$ cat src/rtl/riscv_seq_pkg.sv
// Shared definitions for the instruction phase sequencer.
//   PHASE_W      width of the phase/state code
//   seq_state_e  sequencer states; the value is also the externally visible phase code
//   cnt_w()      width needed for a down-counter that must hold max_val
package riscv_seq_pkg;

  localparam int unsigned PHASE_W = 3;

  typedef enum logic [PHASE_W-1:0] {
    ST_IDLE      = 3'd0,
    ST_FETCH     = 3'd1,
    ST_DECODE    = 3'd2,
    ST_EXEC      = 3'd3,
    ST_EXEC_WAIT = 3'd4,
    ST_MEM       = 3'd5,
    ST_WB        = 3'd6,
    ST_HALT      = 3'd7
  } seq_state_e;

  function automatic int unsigned cnt_w(input int unsigned max_val);
    return (max_val < 2) ? 1 : $clog2(max_val + 1);
  endfunction

endpackage

$ cat src/rtl/riscv_phase_seq_if.sv
// Control/status bundle between the phase sequencer and the datapath.
//   master: the sequencer (drives phase enables and status, reads run/decode/ALU inputs)
//   slave : the datapath/controller side
interface riscv_phase_seq_if #(
  parameter int unsigned CNT_W = 32
);
  logic                                run;
  logic                                halt_req;
  logic                                is_multicyc;
  logic                                is_mem;
  logic                                alu_complete;
  logic                                en_fetch;
  logic                                en_decode;
  logic                                en_alu;
  logic                                en_mem;
  logic                                en_wb;
  logic [riscv_seq_pkg::PHASE_W-1:0]   phase;
  logic                                retire;
  logic                                halted;
  logic                                timeout_err;
  logic [CNT_W-1:0]                    instr_cnt;

  modport master (
    input  run, halt_req, is_multicyc, is_mem, alu_complete,
    output en_fetch, en_decode, en_alu, en_mem, en_wb,
    output phase, retire, halted, timeout_err, instr_cnt
  );

  modport slave (
    output run, halt_req, is_multicyc, is_mem, alu_complete,
    input  en_fetch, en_decode, en_alu, en_mem, en_wb,
    input  phase, retire, halted, timeout_err, instr_cnt
  );
endinterface

$ cat src/rtl/seq_wait_cnt.sv
// Loadable down-counter with a zero flag.
//   clk, rst  clock and asynchronous active-high reset (count clears to 0)
//   load      load load_val (has priority over dec)
//   dec       decrement by one, saturating at zero
//   done      count is zero
module seq_wait_cnt #(
  parameter int unsigned W = 8
) (
  input  logic         clk,
  input  logic         rst,
  input  logic         load,
  input  logic [W-1:0] load_val,
  input  logic         dec,
  output logic         done
);

  logic [W-1:0] cnt_q;
  logic [W-1:0] cnt_d;

  always_comb begin
    cnt_d = cnt_q;
    if (load) begin
      cnt_d = load_val;
    end else if (dec && (cnt_q != '0)) begin
      cnt_d = cnt_q - W'(1);
    end
  end

  always_ff @(posedge clk or posedge rst) begin
    if (rst) begin
      cnt_q <= '0;
    end else begin
      cnt_q <= cnt_d;
    end
  end

  assign done = (cnt_q == '0);

endmodule

$ cat src/rtl/riscv_phase_seq.sv
// Instruction phase sequencer: one-cycle phase enables on a single clock,
// EXEC stall for multi-cycle ALU ops with timeout, fixed-length MEM phase,
// retired-instruction counter.
//   clk, rst  system clock, asynchronous active-high reset
//   bus       riscv_phase_seq_if.master (run/decode/ALU inputs, phase enables and status)
module riscv_phase_seq
  import riscv_seq_pkg::*;
#(
  parameter int unsigned ALU_TIMEOUT = 64,
  parameter int unsigned MEM_WAIT    = 1,
  parameter int unsigned CNT_W       = 32
) (
  input  logic                clk,
  input  logic                rst,
  riscv_phase_seq_if.master   bus
);

  localparam int unsigned ALU_CW = cnt_w(ALU_TIMEOUT - 1);
  localparam int unsigned MEM_CW = cnt_w(MEM_WAIT - 1);
  localparam logic [ALU_CW-1:0] ALU_LOAD = ALU_CW'(ALU_TIMEOUT - 1);
  localparam logic [MEM_CW-1:0] MEM_LOAD = MEM_CW'(MEM_WAIT - 1);

  seq_state_e       state_q, state_d;
  logic             mc_q, mc_d;
  logic             mem_q, mem_d;
  logic             terr_q, terr_d;
  logic [CNT_W-1:0] cnt_q, cnt_d;

  logic alu_load, alu_dec, alu_done;
  logic mem_load, mem_dec, mem_done;

  // Counters are preloaded to length-1 on entry so that done marks the last cycle.
  seq_wait_cnt #(.W(ALU_CW)) u_alu_cnt (
    .clk      (clk),
    .rst      (rst),
    .load     (alu_load),
    .load_val (ALU_LOAD),
    .dec      (alu_dec),
    .done     (alu_done)
  );

  seq_wait_cnt #(.W(MEM_CW)) u_mem_cnt (
    .clk      (clk),
    .rst      (rst),
    .load     (mem_load),
    .load_val (MEM_LOAD),
    .dec      (mem_dec),
    .done     (mem_done)
  );

  always_comb begin
    state_d  = state_q;
    mc_d     = mc_q;
    mem_d    = mem_q;
    terr_d   = terr_q;
    cnt_d    = cnt_q;
    alu_load = 1'b0;
    alu_dec  = 1'b0;
    mem_load = 1'b0;
    mem_dec  = 1'b0;
    case (state_q)
      ST_IDLE: begin
        if (bus.run) state_d = ST_FETCH;
      end
      ST_FETCH: begin
        state_d = ST_DECODE;
      end
      ST_DECODE: begin
        mc_d    = bus.is_multicyc;
        mem_d   = bus.is_mem;
        state_d = ST_EXEC;
      end
      ST_EXEC: begin
        if (mc_q) begin
          alu_load = 1'b1;
          state_d  = ST_EXEC_WAIT;
        end else begin
          mem_load = mem_q;
          state_d  = mem_q ? ST_MEM : ST_WB;
        end
      end
      ST_EXEC_WAIT: begin
        // Completion is tested first so it wins over a same-cycle timeout.
        if (bus.alu_complete) begin
          mem_load = mem_q;
          state_d  = mem_q ? ST_MEM : ST_WB;
        end else if (alu_done) begin
          terr_d  = 1'b1;
          state_d = ST_HALT;
        end else begin
          alu_dec = 1'b1;
        end
      end
      ST_MEM: begin
        if (mem_done) state_d = ST_WB;
        else          mem_dec = 1'b1;
      end
      ST_WB: begin
        cnt_d = cnt_q + CNT_W'(1);
        if (bus.halt_req) state_d = ST_HALT;
        else if (bus.run) state_d = ST_FETCH;
        else              state_d = ST_IDLE;
      end
      ST_HALT: begin
        // A timeout halt is terminal until reset.
        if (!terr_q && !bus.halt_req && bus.run) state_d = ST_FETCH;
      end
      default: state_d = ST_IDLE;
    endcase
  end

  always_ff @(posedge clk or posedge rst) begin
    if (rst) begin
      state_q <= ST_IDLE;
      mc_q    <= 1'b0;
      mem_q   <= 1'b0;
      terr_q  <= 1'b0;
      cnt_q   <= '0;
    end else begin
      state_q <= state_d;
      mc_q    <= mc_d;
      mem_q   <= mem_d;
      terr_q  <= terr_d;
      cnt_q   <= cnt_d;
    end
  end

  always_comb begin
    bus.en_fetch  = 1'b0;
    bus.en_decode = 1'b0;
    bus.en_alu    = 1'b0;
    bus.en_mem    = 1'b0;
    bus.en_wb     = 1'b0;
    bus.retire    = 1'b0;
    bus.halted    = 1'b0;
    case (state_q)
      ST_FETCH:  bus.en_fetch  = 1'b1;
      ST_DECODE: bus.en_decode = 1'b1;
      ST_EXEC:   bus.en_alu    = 1'b1;
      ST_MEM:    bus.en_mem    = 1'b1;
      ST_WB: begin
        bus.en_wb  = 1'b1;
        bus.retire = 1'b1;
      end
      ST_HALT:   bus.halted    = 1'b1;
      default: ;
    endcase
  end

  assign bus.phase       = state_q;
  assign bus.timeout_err = terr_q;
  assign bus.instr_cnt   = cnt_q;

endmodule
$ cat src/flat_wrapper.sv
// flat-port wrapper written by rule: the top's interface ports become plain ports
module riscv_phase_seq_flat import riscv_seq_pkg::*;
#(
  parameter int unsigned ALU_TIMEOUT = 64,
  parameter int unsigned MEM_WAIT    = 1,
  parameter int unsigned CNT_W       = 32
)
  (clk, rst, bus_run, bus_halt_req, bus_is_multicyc, bus_is_mem, bus_alu_complete, bus_en_fetch, bus_en_decode, bus_en_alu, bus_en_mem, bus_en_wb, bus_phase, bus_retire, bus_halted, bus_timeout_err, bus_instr_cnt);
  riscv_phase_seq_if #(.CNT_W(CNT_W)) bus_i ();
  input  logic clk;
  input  logic rst;
  input wire logic [$bits(bus_i.run)-1:0] bus_run;
  input wire logic [$bits(bus_i.halt_req)-1:0] bus_halt_req;
  input wire logic [$bits(bus_i.is_multicyc)-1:0] bus_is_multicyc;
  input wire logic [$bits(bus_i.is_mem)-1:0] bus_is_mem;
  input wire logic [$bits(bus_i.alu_complete)-1:0] bus_alu_complete;
  output wire logic [$bits(bus_i.en_fetch)-1:0] bus_en_fetch;
  output wire logic [$bits(bus_i.en_decode)-1:0] bus_en_decode;
  output wire logic [$bits(bus_i.en_alu)-1:0] bus_en_alu;
  output wire logic [$bits(bus_i.en_mem)-1:0] bus_en_mem;
  output wire logic [$bits(bus_i.en_wb)-1:0] bus_en_wb;
  output wire logic [$bits(bus_i.phase)-1:0] bus_phase;
  output wire logic [$bits(bus_i.retire)-1:0] bus_retire;
  output wire logic [$bits(bus_i.halted)-1:0] bus_halted;
  output wire logic [$bits(bus_i.timeout_err)-1:0] bus_timeout_err;
  output wire logic [$bits(bus_i.instr_cnt)-1:0] bus_instr_cnt;
  assign bus_i.run = bus_run;
  assign bus_i.halt_req = bus_halt_req;
  assign bus_i.is_multicyc = bus_is_multicyc;
  assign bus_i.is_mem = bus_is_mem;
  assign bus_i.alu_complete = bus_alu_complete;
  assign bus_en_fetch = bus_i.en_fetch;
  assign bus_en_decode = bus_i.en_decode;
  assign bus_en_alu = bus_i.en_alu;
  assign bus_en_mem = bus_i.en_mem;
  assign bus_en_wb = bus_i.en_wb;
  assign bus_phase = bus_i.phase;
  assign bus_retire = bus_i.retire;
  assign bus_halted = bus_i.halted;
  assign bus_timeout_err = bus_i.timeout_err;
  assign bus_instr_cnt = bus_i.instr_cnt;
  riscv_phase_seq #(.ALU_TIMEOUT(ALU_TIMEOUT), .MEM_WAIT(MEM_WAIT), .CNT_W(CNT_W)) u_core (.clk(clk), .rst(rst), .bus(bus_i));
endmodule
$ cat config.mk
export PLATFORM = sky130hd
export DESIGN_NAME = riscv_phase_seq_flat
export DESIGN_NICKNAME = d
export VERILOG_FILES = /design/src/rtl/riscv_seq_pkg.sv /design/src/rtl/riscv_phase_seq_if.sv /design/src/rtl/seq_wait_cnt.sv /design/src/rtl/riscv_phase_seq.sv /design/src/flat_wrapper.sv
export SDC_FILE = /design/constraint.sdc
export NUM_CORES = 1
export LEC_CHECK = 0
export BUFFER_PORTS_ARGS = -buffer_cell sky130_fd_sc_hd__buf_2
export CAP_MARGIN = 10
export CORE_MARGIN = 3
export CORE_UTILIZATION = 48
export DETAILED_ROUTE_END_ITERATION = 10
export GPL_ROUTABILITY_DRIVEN = 0
export PLACE_DENSITY = 0.72
export SLEW_MARGIN = 20
export SYNTH_ARGS = -nofsm -noshare
export SYNTH_HDL_FRONTEND = slang
export SYNTH_SLANG_ARGS = --single-unit
export TNS_END_PERCENT = 20
$ cat constraint.sdc
create_clock -name clk -period 2.15 [get_ports clk]
set_clock_uncertainty 0.15 [all_clocks]
set_input_delay 0.1075 -clock clk [delete_from_list [all_inputs] [get_ports clk]]
set_output_delay 0.1075 -clock clk [all_outputs]
set_load 0.01 [all_outputs]
==> impl_metrics.yaml <==
flow_run:
  cap_violations: 0
critical_path:
  r2r_start: "u_core.bus.phase[0]"
  cp-startpoint: "u_core.bus.phase[0]"
  arrival_ns: 2.12
  crit_path_end_kind: "flip-flop"
  r2r_slack_ns: 0.10
  rr_endpoint: "u_core.bus.instr_cnt[31]"
  crit_fanout: 9
  cp-endpoint: "u_core.bus.instr_cnt[31]"
  critPathKind: "reg -> reg"
  ff2ff_path_depth: 4
  cp-start-kind: "flip-flop"
  cp.required_ns: 2.22
finish:
  drive_above_1_share_pct: 27.8
  antenna_cells: 0
  postLayoutCoreUtil_pct: 63.1
  finalNetCount: 293
  layout_commonest_cell: "buf_2"
  nFillCells: 387
  final_cell_mix: "buf_2, dfrtp_1, xor2_1"
  area_growth_pct: 24.8
  final_cell_area_mm2: 0.00280
yosys:
  synth_edf_count: 0
  synth_seq_cells: 45
  synth-seq-area-share_pct: 50.1
  synth_top_flop_cell: "dfrtp_1"
  synth_area_leaders: "dfrtp_1, xor2_1, xnor2_1, nand3_1, nor3_1"
  synthCells: 217
  ys_async_sr_fraction_pct: 100
  synth_warnings: 0
  syn_area_per_cell_um2: 10.3
  ys_types: 40
  syn_nets: 227
  syn_area_mm2: 0.00225
  yosys.area.top_type: "dfrtp_1"
  synth_top_area_share_pct: 50.1
cts:
  numCtsBuffers: 5
  post_cts_buffers: 0
  htree_levels: 2
  clock_sinks: 45
  cts_tree: "built"
  cts_max_path_buffers: 2
  clk_pin_slew_ns: 0.09
  cts_root_buf: "clkbuf_8"
  clock_latency_ns: 0.29
routing:
  routedWlPerCell_um: 14.4
  dr_total_vias: 1899
  antenna_left: 0
  drt_iter0_markers: 84
  wirelength_um: 4820
  routed_via_density: 5.65
  first_pass_iters: 4
  drc: 0
timing:
  worst_slew_pin_slew_ns: 0.875
  slew_viol_final: 0
  layout_setup_ws_ns: 0.103
  finalCriticalPeriod_ns: 2.05
  max_freq_mhz: 489
  fin_setup_tns_ns: 0
  hold_viol_final: 0
  rsz0062_at_grt: "yes"
  finalSetupViolations: 0
  relSlewSlack_pct: 41.3
  finalCritPeriodShare_pct: 95.2
global_route:
  antenna_found_initial: 0
  grt_usage_pct: 18.4
  grt_pass1_vias: 1761
  grt_max_degree: 25
  grt-ovfl-total: 0
  grt_pass1_wl_um: 7980
pwr:
  powerDensity_mw_per_mm2: 932
  total_leakage_power_nw: 1.43
  ir_drop_v: 0.000680
floorplan:
  die_area_mm2: 0.00554
  die_h_um: 74.4
  fp-row-count: 24
  core_area_mm2: 0.00444
  start_util_pct: 50.5
  dieWidth_um: 74.4
  ios: 50
place:
  io_buffers: 49
  preCtsSetupSlack_ns: -0.0224
  hpwl_um: 3490
  dpl_cell_area_mm2: 0.00263
run_status:
  status: "completed"
min_path:
  hp-class: "in -> reg"
-- through the flow --
stage / hold WS [ns] / total power, W / cells
6_report: 0.0376 / 0.00261 / 336
5_1_grt: 0.0673 / 0.00278 / 336
4_1_cts: 0.0331 / 0.00263 / 336
3_5_place_dp: 0.0683 / 0.00196 / 324
3_3_place_gp: 0.0559 / 0.00195 / 324
2_1_floorplan: 0.0887 / 0.00164 / 217
-- cells by family after synthesis --
logic type	count (synthesis)	synth area share, %
flops	45	50.1
simple gates	87	21.8
xor+xnor	36	14.0
compound gates	26	7.74
buf+inv	17	3.06
fa+ha+maj	3	1.67
mux	3	1.50
-- registers in the layout (all words and copies together), names as in the netlist --
name / count
u_core.u_alu_cnt.cnt_q: 6
u_core.bus.timeout_err: 1
u_core.mem_q: 1
u_core.bus.phase: 3
u_core.mc_q: 1
u_core.bus.instr_cnt: 32
u_core.u_mem_cnt.cnt_q: 1
-- cell usage after synthesis, drive strengths merged (2+ instances only) --
library cell and count:
nor2 7, o211ai 4, ha 3, and4 3, clkbuf 6, a31oi 2, or4 2, xor2 19
and2 2, nor4 6, nor2b 2, a21oi 4, and3 7, nand2b 2, nand2 16, buf 2
o21ai 7, o2111ai 3, inv 9, nand3 15, nor4b 2, nor3 13, xnor2 17, mux2 3
nand4 5, dfrtp 45
-- metal layers --
| metal | share of wire [%] | global-route usage [%] | up-vias |
|---|---|---|---|
| li1 | - | - | 903 |
| met1 | 45 | 24.2 | 934 |
| met2 | 49 | 30.2 | 56 |
| met3 | 4.4 | 4.05 | 6 |
| met4 | 1.3 | 5.73 | 0 |
| met5 | 0 | 0 | - |
-- where the power goes --
| group | internal, W | switching, W |
|---|---|---|
| logic | 0.000383 | 0.000512 |
| registers | 0.000963 | 0.000101 |
| clock network | 0.000378 | 0.000276 |
-- worst min path at each step --
stage	from	endpoint	slack, ns	depth (start not counted)
6_report	bus_run	u_core.bus.phase[0]	0.04	3
5_1_grt	bus_run	u_core.bus.phase[0]	0.07	3
4_1_cts	bus_run	u_core.bus.phase[0]	0.03	3
3_5_place_dp	rst	u_core.bus.instr_cnt[26]	0.07	2
3_3_place_gp	rst	u_core.bus.instr_cnt[26]	0.06	2
2_1_floorplan	bus_halt_req	u_core.bus.phase[2]	0.09	2
-- repair_timing --
item	in CTS	in global routing
resized for setup	1	2
hold buffers	4	0
setup endpoints to repair	3	5
endpoints found under the hold margin	26	0
-- critical path, stage by stage (launching register included) --
cell,delay [ns]
dfrtp_1,0.38
nand4b_2,0.24
or4_4,0.65
nor4_1,0.37
xor2_1,0.19
-- final cells by class --
class | count | area (um^2) | area share [%]
sequential | 45 | 1130 | 40.2
multi-input combinational | 155 | 1070 | 38.1
timing repair buffer | 67 | 390 | 13.9
clock buffer | 6 | 82.6 | 2.95
tap | 52 | 65.1 | 2.32
clock inverter | 2 | 37.5 | 1.34
inverter | 9 | 33.8 | 1.21
(Power assumes the default switching activity.)
